[config.mk]
export PLATFORM = sky130hd
export DESIGN_NAME = fwd_hazard_ctrl
export DESIGN_NICKNAME = d
export VERILOG_FILES = /design/src/rtl/fwd_hazard_ctrl.sv
export SDC_FILE = /design/constraint.sdc
export NUM_CORES = 1
export LEC_CHECK = 0
export ABC_AREA = 1
export CORE_ASPECT_RATIO = 1.25
export CORE_UTILIZATION = 41
export CTS_BUF_LIST = sky130_fd_sc_hd__clkbuf_4 sky130_fd_sc_hd__clkbuf_8
export DETAILED_ROUTE_END_ITERATION = 10
export PLACE_DENSITY = 0.72
export SETUP_SLACK_MARGIN = 0.4
export SLEW_MARGIN = 5
export SYNTH_ARGS = -nofsm -noshare
export SYNTH_HDL_FRONTEND = slang
export SYNTH_SLANG_ARGS = --single-unit
[constraint.sdc]
create_clock -name clk -period 1.77 [get_ports clk]
set_clock_uncertainty 0.05 [all_clocks]
set_input_delay 0.354 -clock clk [delete_from_list [all_inputs] [get_ports clk]]
set_output_delay 0.354 -clock clk [all_outputs]
set_load 0.03 [all_outputs]
[src/rtl/fwd_hazard_ctrl.sv]
// Operand forwarding and hazard control for the 5-stage core.
// Registers per-operand EX bypass selects; raises stall for RAW hazards and freeze on memory wait.

module fwd_src_cmp #(
  parameter int REG_AW = 4
) (
  input  logic              src_vld,
  input  logic [REG_AW-1:0] src,
  input  logic              ex_wb_en,
  input  logic [REG_AW-1:0] ex_dest,
  input  logic              mem_wb_en,
  input  logic [REG_AW-1:0] mem_dest,
  output logic              match_ex,
  output logic              match_mem,
  output logic [1:0]        sel_nxt
);
  assign match_ex  = src_vld & ex_wb_en  & (src == ex_dest);
  assign match_mem = src_vld & mem_wb_en & (src == mem_dest);

  // EX producer is newer than MEM, so it wins; it sits in MEM when this op reaches EX.
  always_comb begin
    sel_nxt = 2'b00;
    if (match_ex)       sel_nxt = 2'b01;
    else if (match_mem) sel_nxt = 2'b10;
  end
endmodule

module fwd_hazard_ctrl #(
  parameter int REG_AW  = 4,
  parameter int NUM_SRC = 2,
  parameter int CNT_W   = 16,
  parameter int TIMEOUT = 255
) (
  input  logic                      clk,
  input  logic                      rst_n,
  input  logic                      fwd_en,
  input  logic [NUM_SRC*REG_AW-1:0] id_src,
  input  logic [NUM_SRC-1:0]        id_src_vld,
  input  logic                      ex_wb_en,
  input  logic                      ex_mem_rd,
  input  logic [REG_AW-1:0]         ex_dest,
  input  logic                      mem_wb_en,
  input  logic                      mem_rd,
  input  logic                      mem_ready,
  input  logic [REG_AW-1:0]         mem_dest,
  output logic [NUM_SRC*2-1:0]      ex_sel,
  output logic                      stall,
  output logic                      freeze,
  output logic                      mem_timeout,
  output logic [CNT_W-1:0]          stall_cnt
);
  localparam int WCNT_W = (TIMEOUT < 2) ? 1 : $clog2(TIMEOUT + 1);
  localparam logic [WCNT_W-1:0] TO_V  = WCNT_W'(TIMEOUT);
  localparam logic [WCNT_W-1:0] ONE_V = WCNT_W'(1);
  localparam logic [0:0] ST_RUN  = 1'b0;
  localparam logic [0:0] ST_WAIT = 1'b1;

  logic [NUM_SRC-1:0][REG_AW-1:0] src_a;
  logic [NUM_SRC-1:0][1:0]        sel_nxt, sel_q;
  logic [NUM_SRC-1:0]             match_ex, match_mem;
  logic                           hazard;
  logic [0:0]                     state;
  logic [WCNT_W-1:0]              wcnt;

  assign src_a = id_src;

  for (genvar g = 0; g < NUM_SRC; g++) begin : g_src
    fwd_src_cmp #(.REG_AW(REG_AW)) u_cmp (
      .src_vld   (id_src_vld[g]),
      .src       (src_a[g]),
      .ex_wb_en  (ex_wb_en),
      .ex_dest   (ex_dest),
      .mem_wb_en (mem_wb_en),
      .mem_dest  (mem_dest),
      .match_ex  (match_ex[g]),
      .match_mem (match_mem[g]),
      .sel_nxt   (sel_nxt[g])
    );
  end

  assign hazard = (|(match_ex & {NUM_SRC{ex_mem_rd}})) |
                  (~fwd_en & ((|match_ex) | (|match_mem)));

  // Gated by reset so that all outputs read zero while reset is held.
  assign freeze = rst_n & mem_rd & ~mem_ready;
  assign stall  = rst_n & hazard & ~freeze;
  assign ex_sel = sel_q;

  always_ff @(posedge clk or negedge rst_n) begin
    if (!rst_n)                sel_q <= '0;
    else if (freeze)           sel_q <= sel_q;
    else if (stall || !fwd_en) sel_q <= '0;
    else                       sel_q <= sel_nxt;
  end

  // Wait counter saturates at TIMEOUT; the error flag is sticky until reset.
  always_ff @(posedge clk or negedge rst_n) begin
    if (!rst_n) begin
      state       <= ST_RUN;
      wcnt        <= '0;
      mem_timeout <= 1'b0;
    end else begin
      case (state)
        ST_RUN: begin
          if (freeze) begin
            state <= ST_WAIT;
            wcnt  <= ONE_V;
            if (TO_V == ONE_V) mem_timeout <= 1'b1;
          end
        end
        default: begin
          if (mem_ready) begin
            state <= ST_RUN;
            wcnt  <= '0;
          end else if (wcnt != TO_V) begin
            wcnt <= wcnt + ONE_V;
            if (wcnt + ONE_V == TO_V) mem_timeout <= 1'b1;
          end
        end
      endcase
    end
  end

  always_ff @(posedge clk or negedge rst_n) begin
    if (!rst_n)                                stall_cnt <= '0;
    else if ((stall | freeze) && ~&stall_cnt)  stall_cnt <= stall_cnt + 1'b1;
  end
endmodule

==> reports/results.tsv <==
stage	metric	value	unit
pwr	power	2380	uW
logic_synthesis	async_flop_share	100.0	%
logic_synthesis	synth_nets	317	
logic_synthesis	synth_ff_type	dfrtp_1	
worst_hold_path	hp-class	in -> async	
critical_path	ff2ff_path_depth	9	
cells_and_area	nets	458	
logic_synthesis	yosys.area.top_type	dfrtp_1	
logic_synthesis	yosysWarnings	0	
pwr	peakVddDrop	0.0005876	V
route	drt-vias-per-instance	5.783	
floorplan	rows	28	
clocking	cts.reportedPaths.clkPinSlew	0.07	ns
clocking	cts-root-buf	clkbuf_8	
floorplan	ios	49	
pwr	power-per-cell-area	590.5	nW/um2
critical_path	worst_ep_required_time	1.92	ns
logic_synthesis	synth_cell_types	28	
clocking	worstSkewPairLatency	0.29	ns
critical_path	criticalPathCategory	reg -> reg	
clocking	cts_tree	done	
logic_synthesis	synth_area_leaders	dfrtp_1 (37%), nand2_1 (18%), nand3_1 (8.9%)	
sta	max_freq	523.4	MHz
sta	worst_slack	-0.1407	ns
route	drc	0	
place	portBuffers	48	
logic_synthesis	syn_area	2014	um2
route	firstDrtPassIters	5	
sta	whs	0.1918	ns
global_routing	grt_usage	30.17	%
clocking	cts_sinks	30	
floorplan	core_area	4730	um2
logic_synthesis	synth_most_common_cell	nand2_1	
cells_and_area	area_delta_synth_final	100.1	%
floorplan	die_x	64.70	um
clocking	cts_made_buffers	5	
route	ant_nets	0	
critical_path	crit_path_start_kind	flip-flop	
sta	drv_slew	0	
cells_and_area	final_area	4030	um2
logic_synthesis	netlist.area_leader.share	37.27	%
sta	period_share	108.0	%
place	dp_hpwl	4.029	mm
place	gp_congestion	0.9471	
logic_synthesis	synth_edf_count	0	
cells_and_area	drive_gt1_share	66.90	%
sta	maxSlewHeadroom	79.00	%
outcome	status	finished with violations	
route	drtIter0Drc	268	
logic_synthesis	avgSynthCellArea	6.995	um2
sta	period_needed	1.911	ns
logic_synthesis	synthTopCellsByCount	nand2_1 (99), inv_1 (38), nand3_1 (36)	
critical_path	cp-end-kind	flip-flop	
sta	setup-violations-final	9	
sta	rsz0062_at_grt	yes	
floorplan	die_y	80.37	um
floorplan	die-area	5200	um2
cells_and_area	final_cells	489	
pwr	leakagePower	0.001958	uW
clocking	cts_buffer_depth	2	
logic_synthesis	synth-seq-cells	30	
global_routing	grt_pass1_wl	11.70	mm
flow_run	drv_cap	0	
cells_and_area	antenna_cells	0	
cells_and_area	multi_input_area	1657	um2
place	numPlacedInstances	419	
global_routing	grt-ovfl-total	0	
route	drt-wirelength-per-cell	20.02	um
global_routing	grt_start_max_net_pins	21	
cells_and_area	regArea	765.7	um2
cells_and_area	n_fill_cell	232	
place	pre_cts_ws	-0.4603	ns
sta	worstMarginPinSlew	0.3124	ns
critical_path	crit_fanout	4	
floorplan	initial_core_util	42.59	%
route	drt-total-wl	9.792	mm
global_routing	grt_pass1_vias	2638	
route	via_count	2828	
place	place_area	2809	um2
critical_path	critPathArrivalTime	2.06	ns
logic_synthesis	synthCells	288	
clocking	hold_buffers	0	
sta	finalHoldViolCount	0	
global_routing	antenna_found_initial	0	
outcome	violations	setup timing	
logic_synthesis	ys_seq_area_share	37.27	%
clocking	h-tree-depth	2	
==> registers in the layout, summed over array words and instances (netlist names) <==
| name | cells |
|---|---|
| stall_cnt | 16 |
| wcnt | 8 |
| ex_sel | 4 |
| mem_timeout | 1 |
| state | 1 |
==> critical path, stage by stage, from the launching register on <==
cell        delay, ns
dfrtp_1          0.36
ha_2             0.21
nand2_2          0.09
nor3_4           0.21
nand2_1          0.12
nor2_2           0.15
nand3_1          0.12
o21ai_2          0.15
clkinvlp_4       0.22
o22ai_2          0.14
==> cell usage in the layout (no fill, tap or decap), drive strengths merged <==
cell type      count
a21oi              2
buf              127
clkbuf            10
clkdlybuf4s15      5
clkinvlp           1
dfrtp             30
dlygate4sd2        2
ha                 3
inv               39
nand2            101
nand3             37
nand4              3
nor2              19
nor3               9
nor4               2
o21ai             11
o21bai             1
o22ai              6
o32ai              1
or2                1
xnor2              5
xor2              14
==> final cells by class <==
type	instances	area share (%)
repair buffers	137	31.33
inverters	39	4.440
flip-flops and latches	30	19.00
multi-input cells	215	41.11
repair inverters	1	0.1863
well taps	60	1.863
clock buffers	7	2.080
==> metrics by stage <==
step	utilization, %	setup TNS [ns]
global route	85.21	-1.251
detailed placement	59.39	-7.794
finish	85.21	-0.7566
global placement	59.39	-6.962
CTS	74.84	0
floorplan	-	0
==> report_power, final <==
part	total [uW]	leakage [uW]	internal (uW)	switching, uW
combinational	964	0.00152	449	514
sequential	849	0.000391	749	101
clock	567	0.0000452	301	266
==> path summary, 6_finish.rpt <==
check | start | to | slack, ns
hold / removal | rst_n | stall_cnt[12] | 0.19
setup reg to reg | wcnt[0] | wcnt[1] | -0.14
min in group clk | mem_ready | wcnt[0] | 0.37
setup / recovery | wcnt[0] | wcnt[1] | -0.14
hold reg to reg | mem_timeout | mem_timeout | 0.44
max in group asynchronous | rst_n | stall_cnt[6] | 1.23
==> kinds of logic (layout without fill, tap and decap cells) <==
family,count (synthesis),after routing,synth area share (%)
AOI/OAI and AO/OA,21,21,5.901
and+or+nand+nor,172,172,38.14
buffers and inverters,43,184,8.571
adders and majority gates,3,3,1.864
DFF,30,30,37.27
xor gates and xnor gates,19,19,8.261
==> what timing repair did <==
| action | 4_1_cts | 5_1_grt |
|---|---|---|
| pin swaps | 66 | 50 |
| gates resized for setup | 303 | 136 |
| setup buffers | 52 | 10 |
| gates cloned | 1 | 0 |
| endpoints found under the setup margin | 52 | 39 |
==> layer usage <==
metal | track usage [%] | vias to the layer above | wire length, um
met5 | 0 | - | 0
met4 | 23.56 | 0 | 840
met3 | 4.261 | 82 | 591
met2 | 56.84 | 198 | 5140
met1 | 28.88 | 1342 | 3220
li1 | - | 1206 | -
No activity file was read; power rests on OpenSTA's default activity.
